`config.mk`:
```
export PLATFORM = sky130hd
export DESIGN_NAME = vga_timing_gen
export DESIGN_NICKNAME = d
export VERILOG_FILES = /design/src/rtl/vga_timing_pkg.sv /design/src/rtl/vga_axis_counter.sv /design/src/rtl/vga_timing_gen.sv
export SDC_FILE = /design/constraint.sdc
export NUM_CORES = 1
export LEC_CHECK = 0
export CORE_UTILIZATION = 54
export DETAILED_ROUTE_END_ITERATION = 7
export PLACE_DENSITY = 0.79
export SETUP_SLACK_MARGIN = 0.05
export SLEW_MARGIN = 20
export SYNTH_ARGS = -nofsm -noshare
export SYNTH_HDL_FRONTEND = slang
export SYNTH_SLANG_ARGS = --single-unit
```
`constraint.sdc`:
```
create_clock -name clk -period 2.61 [get_ports clk]
set_input_delay 0.3915 -clock clk [delete_from_list [all_inputs] [get_ports clk]]
set_output_delay 0.3915 -clock clk [all_outputs]
set_load 0.02 [all_outputs]
```
`src/rtl/vga_timing_pkg.sv`:
```
// Shared VGA timing constants: 640x480@60 defaults and an alternate 800x600@60 set,
// with derived totals and a small helper for per-axis arithmetic.
package vga_timing_pkg;

  typedef struct packed {
    int unsigned active;
    int unsigned fp;
    int unsigned sync;
    int unsigned bp;
  } vga_axis_t;

  typedef struct packed {
    vga_axis_t h;
    vga_axis_t v;
    bit        hs_pol;
    bit        vs_pol;
  } vga_mode_t;

  function automatic int unsigned axis_total(input vga_axis_t a);
    return a.active + a.fp + a.sync + a.bp;
  endfunction

  // 640x480@60, 25.175 MHz pixel clock, negative syncs
  localparam int unsigned VGA640_H_ACTIVE = 640;
  localparam int unsigned VGA640_H_FP     = 16;
  localparam int unsigned VGA640_H_SYNC   = 96;
  localparam int unsigned VGA640_H_BP     = 48;
  localparam int unsigned VGA640_V_ACTIVE = 480;
  localparam int unsigned VGA640_V_FP     = 10;
  localparam int unsigned VGA640_V_SYNC   = 2;
  localparam int unsigned VGA640_V_BP     = 33;
  localparam bit          VGA640_HS_POL   = 1'b0;
  localparam bit          VGA640_VS_POL   = 1'b0;

  localparam vga_mode_t VGA_640X480 = '{
    h: '{VGA640_H_ACTIVE, VGA640_H_FP, VGA640_H_SYNC, VGA640_H_BP},
    v: '{VGA640_V_ACTIVE, VGA640_V_FP, VGA640_V_SYNC, VGA640_V_BP},
    hs_pol: VGA640_HS_POL,
    vs_pol: VGA640_VS_POL
  };

  localparam int unsigned VGA640_H_TOTAL = axis_total(VGA_640X480.h);
  localparam int unsigned VGA640_V_TOTAL = axis_total(VGA_640X480.v);

  // 800x600@60, 40 MHz pixel clock, positive syncs
  localparam int unsigned VGA800_H_ACTIVE = 800;
  localparam int unsigned VGA800_H_FP     = 40;
  localparam int unsigned VGA800_H_SYNC   = 128;
  localparam int unsigned VGA800_H_BP     = 88;
  localparam int unsigned VGA800_V_ACTIVE = 600;
  localparam int unsigned VGA800_V_FP     = 1;
  localparam int unsigned VGA800_V_SYNC   = 4;
  localparam int unsigned VGA800_V_BP     = 23;
  localparam bit          VGA800_HS_POL   = 1'b1;
  localparam bit          VGA800_VS_POL   = 1'b1;

  localparam vga_mode_t VGA_800X600 = '{
    h: '{VGA800_H_ACTIVE, VGA800_H_FP, VGA800_H_SYNC, VGA800_H_BP},
    v: '{VGA800_V_ACTIVE, VGA800_V_FP, VGA800_V_SYNC, VGA800_V_BP},
    hs_pol: VGA800_HS_POL,
    vs_pol: VGA800_VS_POL
  };

  localparam int unsigned VGA800_H_TOTAL = axis_total(VGA_800X600.h);
  localparam int unsigned VGA800_V_TOTAL = axis_total(VGA_800X600.v);

endpackage

```
`src/rtl/vga_axis_counter.sv`:
```
// One timing axis: wrapping position counter with registered sync output and
// next-position decode so the parent can register its outputs in step with the count.
module vga_axis_counter
  import vga_timing_pkg::*;
#(
  parameter int unsigned ACTIVE = VGA640_H_ACTIVE,
  parameter int unsigned FP     = VGA640_H_FP,
  parameter int unsigned SYNC   = VGA640_H_SYNC,
  parameter int unsigned BP     = VGA640_H_BP,
  parameter bit          POL    = 1'b0,
  localparam int unsigned TOTAL = ACTIVE + FP + SYNC + BP,
  localparam int unsigned CW    = $clog2(TOTAL)
) (
  input  logic          clk,
  input  logic          reset,
  input  logic          ce,
  output logic [CW-1:0] cnt_nxt,
  output logic          wrap,
  output logic          sync,
  output logic          active_nxt
);

  if (ACTIVE == 0 || FP == 0 || SYNC == 0 || BP == 0) begin : g_bad_param
    $fatal(1, "vga_axis_counter: every timing parameter must be non-zero");
  end

  localparam logic [CW-1:0] LAST    = CW'(TOTAL - 1);
  localparam logic [CW-1:0] ACT_END = CW'(ACTIVE);
  localparam logic [CW-1:0] SYNC_LO = CW'(ACTIVE + FP);
  localparam logic [CW-1:0] SYNC_HI = CW'(ACTIVE + FP + SYNC);

  logic [CW-1:0] cnt;

  assign wrap = ce && (cnt == LAST);

  always_comb begin
    cnt_nxt = cnt;
    if (ce) begin
      cnt_nxt = (cnt == LAST) ? '0 : cnt + 1'b1;
    end
  end

  assign active_nxt = (cnt_nxt < ACT_END);

  // Reset parks at the last position so the first enabled edge lands on 0.
  always_ff @(posedge clk) begin
    if (reset) begin
      cnt  <= LAST;
      sync <= ~POL;
    end else begin
      cnt  <= cnt_nxt;
      sync <= (cnt_nxt >= SYNC_LO && cnt_nxt < SYNC_HI) ? POL : ~POL;
    end
  end

endmodule

```
`src/rtl/vga_timing_gen.sv`:
```
// VGA raster timing generator: two chained axis counters with all outputs registered
// on the counter edge, plus one-cycle start-of-line / start-of-frame strobes.
module vga_timing_gen
  import vga_timing_pkg::*;
#(
  parameter int unsigned H_ACTIVE = VGA640_H_ACTIVE,
  parameter int unsigned H_FP     = VGA640_H_FP,
  parameter int unsigned H_SYNC   = VGA640_H_SYNC,
  parameter int unsigned H_BP     = VGA640_H_BP,
  parameter int unsigned V_ACTIVE = VGA640_V_ACTIVE,
  parameter int unsigned V_FP     = VGA640_V_FP,
  parameter int unsigned V_SYNC   = VGA640_V_SYNC,
  parameter int unsigned V_BP     = VGA640_V_BP,
  parameter bit          HS_POL   = VGA640_HS_POL,
  parameter bit          VS_POL   = VGA640_VS_POL,
  parameter int unsigned X_W      = 10,
  parameter int unsigned Y_W      = 10
) (
  input  logic           clk,
  input  logic           reset,
  input  logic           pix_ce,
  output logic           hsync,
  output logic           vsync,
  output logic           de,
  output logic [X_W-1:0] px,
  output logic [Y_W-1:0] py,
  output logic           sol,
  output logic           sof
);

  localparam int unsigned H_TOTAL = H_ACTIVE + H_FP + H_SYNC + H_BP;
  localparam int unsigned V_TOTAL = V_ACTIVE + V_FP + V_SYNC + V_BP;
  localparam int unsigned HW      = $clog2(H_TOTAL);
  localparam int unsigned VW      = $clog2(V_TOTAL);

  logic [HW-1:0] h_nxt;
  logic [VW-1:0] v_nxt;
  logic          h_wrap;
  logic          v_wrap;
  logic          h_act_nxt;
  logic          v_act_nxt;
  logic          de_nxt;

  vga_axis_counter #(
    .ACTIVE (H_ACTIVE),
    .FP     (H_FP),
    .SYNC   (H_SYNC),
    .BP     (H_BP),
    .POL    (HS_POL)
  ) u_h (
    .clk        (clk),
    .reset      (reset),
    .ce         (pix_ce),
    .cnt_nxt    (h_nxt),
    .wrap       (h_wrap),
    .sync       (hsync),
    .active_nxt (h_act_nxt)
  );

  // Vertical axis steps only on the edge where the horizontal axis wraps.
  vga_axis_counter #(
    .ACTIVE (V_ACTIVE),
    .FP     (V_FP),
    .SYNC   (V_SYNC),
    .BP     (V_BP),
    .POL    (VS_POL)
  ) u_v (
    .clk        (clk),
    .reset      (reset),
    .ce         (h_wrap),
    .cnt_nxt    (v_nxt),
    .wrap       (v_wrap),
    .sync       (vsync),
    .active_nxt (v_act_nxt)
  );

  assign de_nxt = h_act_nxt && v_act_nxt;

  // Outputs are built from next-count decode so they describe the same (h,v) as the counters.
  always_ff @(posedge clk) begin
    if (reset) begin
      de  <= 1'b0;
      px  <= '0;
      py  <= '0;
      sol <= 1'b0;
      sof <= 1'b0;
    end else begin
      de  <= de_nxt;
      px  <= de_nxt    ? X_W'(h_nxt) : '0;
      py  <= v_act_nxt ? Y_W'(v_nxt) : '0;
      sol <= h_wrap;
      sof <= v_wrap;
    end
  end

endmodule

```
==> flow_metrics.env <==
export IMPL_area_growth_synth_to_final_pct=22.9
export IMPL_grt_pass1_wl_um=7890
export IMPL_initial_utilization=0.574
export IMPL_synth_seq_cells=45
export IMPL_dp_cells=291
export IMPL_synth_area_leaders="dfxtp_1 (42%), nor3_2 (3.3%), nor4b_1 (2.9%)"
export IMPL_rows=22
export IMPL_ant_nets=0
export IMPL_cts_path_max_buffers=2
export IMPL_p_per_area_nw_per_um2=673
export IMPL_min_path_type="reg2reg"
export IMPL_wl_um=4560
export IMPL_yosys_top_cells_count="dfxtp_1 (45), nand2_1 (12), nor2_1 (12)"
export IMPL_routed_via_density=5.82
export IMPL_async_flop_share=0
export IMPL_drtIter0Drc=135
export IMPL_worstHoldStart="u_v.cnt[0]"
export IMPL_netlist_area_um2=2130
export IMPL_cp_arrival_ps=2500
export IMPL_p_clk_frac=0.262
export IMPL_skew_ps=4.52
export IMPL_worst_path_max_fanout=8
export IMPL_drive_above_1_share=0.211
export IMPL_swShare=0.313
export IMPL_remaining_drc_errors=0
export IMPL_rr_startpoint="u_h.cnt[0]"
export IMPL_post_synth_top_count_cell="dfxtp_1"
export IMPL_hold_depth=2
export IMPL_status="completed"
export IMPL_cts_setup_buffers=0
export IMPL_syn_nets=218
export IMPL_p_seq_frac=0.447
export IMPL_nets=256
export IMPL_synth_largest_area_cell="dfxtp_1"
export IMPL_synth_distinct_cells=63
export IMPL_synthFlopType="dfxtp_1"
export IMPL_grt_pass1_vias=1573
export IMPL_numCtsBuffers=5
export IMPL_rr_endpoint="px[0]"
export IMPL_cts_resized=0
export IMPL_antenna_found_initial=0
export IMPL_fin_crit_ps=2320
export IMPL_cts_tree="done"
export IMPL_ios=28
export IMPL_pwr_share_comb=0.291
export IMPL_peakVddDrop_mv=0.404
export IMPL_htree_num_levels=2
export IMPL_reg2reg_depth=7
export IMPL_die_y_um=64.9
export IMPL_cp_start_kind="flip-flop"
export IMPL_rsz0062_at_grt="false"
export IMPL_grt_max_degree=23
export IMPL_cap_violations=0
export IMPL_worstSetupPathType="reg2reg"
export IMPL_clock_sinks=45
export IMPL_syn_inst=212
export IMPL_synth_top_area_frac=0.422
export IMPL_max_freq_ghz=0.432
export IMPL_cts_hold_buf=0
export IMPL_yosys_warnings=0
export IMPL_register_area_um2=901
export IMPL_wl_per_cell_um=15.2
export IMPL_hold_worst_slack_ps=625
export IMPL_final_cell_count_no_fill=299
export IMPL_slew_viol_final=0
export IMPL_worstPathRequired_ps=2790
export IMPL_setup_viol=0
export IMPL_antenna_cells=0
export IMPL_crit_path_end_kind="flip-flop"
export IMPL_worstHoldEndpoint="u_v.cnt[0]"
export IMPL_core_area_um2=3720
export IMPL_fin_crit_sh=0.888
export IMPL_tns_ps=0
export IMPL_p_switching_mw=0.553
export IMPL_gp_congestion=0.968
export IMPL_clock_latency_ps=300
export IMPL_path_clk_slew_ps=80
export IMPL_r2r_slack_ps=290
export IMPL_nFillCells=295
export IMPL_fin_util=0.706
export IMPL_synth_seq_area_share=0.422
export IMPL_multi_input_area_um2=1130
export IMPL_die_area_um2=4210
export IMPL_tightestPinTransition_ps=549
export IMPL_grt_overflow=0
export IMPL_syn_avg_cell_area_um2=10.1
export IMPL_p_leak_nw=0.942
export IMPL_hold_violations=0
export IMPL_p_int_mw=1.21
export IMPL_dr_total_vias=1739
export IMPL_synth_edf_count=0
export IMPL_dp_final_hpwl_um=3250
export IMPL_maxSlewHeadroom=0.629
export IMPL_die_w_um=64.9
export IMPL_clockRootBuffer="clkbuf_8"
export IMPL_grt_use_total=0.248
export IMPL_io_buffers=27
export IMPL_drt_pass1_iterations=5
[layer usage]
metal  share of wire  GRT usage  up-vias
li1                -          -      866
met4           0.012     0.0917        0
met3           0.054     0.0581        4
met5               0          0        -
met2            0.42      0.354       68
met1            0.51      0.358      801
[logic make-up (layout without fill, tap and decap cells)]
logic type / after synthesis / in the layout / share of synthesized area
compound gates: 37 / 37 / 0.132
other cells: 1 / 1 / 0.00176
flops: 45 / 45 / 0.422
fa+ha+maj: 3 / 3 / 0.0176
mux: 5 / 5 / 0.0246
xor+xnor: 6 / 6 / 0.0246
buf+inv: 20 / 59 / 0.0475
simple gates: 95 / 95 / 0.329
[per-stage QoR]
step,area (um2),total power [mW],setup WS (ps)
after floorplan,2130,1.15,529
after global placement,2520,1.31,126
after detailed placement,2520,1.32,92.3
after CTS,2620,1.78,262
after global routing,2620,1.86,96.4
final,2620,1.77,293
[power by group through the flow]
stage / Combinational [mW] / Sequential [mW] / Clock, mW
3_3_place_gp: 0.510 / 0.803 / 0
3_5_place_dp: 0.512 / 0.805 / 0
5_1_grt: 0.560 / 0.797 / 0.506
4_1_cts: 0.514 / 0.789 / 0.474
6_report: 0.513 / 0.790 / 0.463
2_1_floorplan: 0.342 / 0.806 / 0
[critical path, cell delays in order (launching register included)]
cell	delay (ps)
dfxtp_1	430
ha_1	360
nand2_1	220
or4_1	550
o21a_1	140
o32ai_2	230
buf_4	210
nor4b_1	60
[worst max path at each step]
stage / endpoint / startpoint / slack (ps) / depth (start not counted)
after floorplan: px[5] / u_h.cnt[0] / 530 / 7
after global placement: px[4] / pix_ce / 130 / 8
after detailed placement: px[0] / pix_ce / 90 / 8
after CTS: px[0] / u_h.cnt[1] / 260 / 7
after global routing: px[1] / u_h.cnt[0] / 100 / 7
final: px[0] / u_h.cnt[0] / 290 / 7
[final cells by class]
class                   instances  area share
clock buffers                   7      0.0367
clock inverters                 1     0.00191
inverters                       9      0.0129
multi-input cells             147       0.432
flip-flops and latches         45       0.343
well taps                      48      0.0229
repair buffers                 42       0.151
[placed cells by master, fill, tap and decap left out, types with 3 or more instances in the layout]
master,n
nand2b_1,3
nor4b_1,7
mux2i_1,3
a311oi_1,4
clkdlybuf4s50_1,27
and2_1,4
nor3_2,7
nor4_2,4
xnor2_1,4
clkbuf_8,7
buf_4,14
nand2_1,12
a31oi_1,5
nand4_1,5
nor3_1,3
nand3_1,7
dfxtp_1,45
nor2_1,12
nand4b_1,3
o21ai_0,4
ha_1,3
a21oi_1,5
inv_1,9
or2_2,5
and3_1,3
[sequential cells by signal, summed over array words and instances (netlist names)]
name / cells
de: 1
px: 10
py: 10
sof: 1
sol: 1
u_h.cnt: 10
u_h.sync: 1
u_v.cnt: 10
u_v.sync: 1
(Power assumes the default switching activity.)
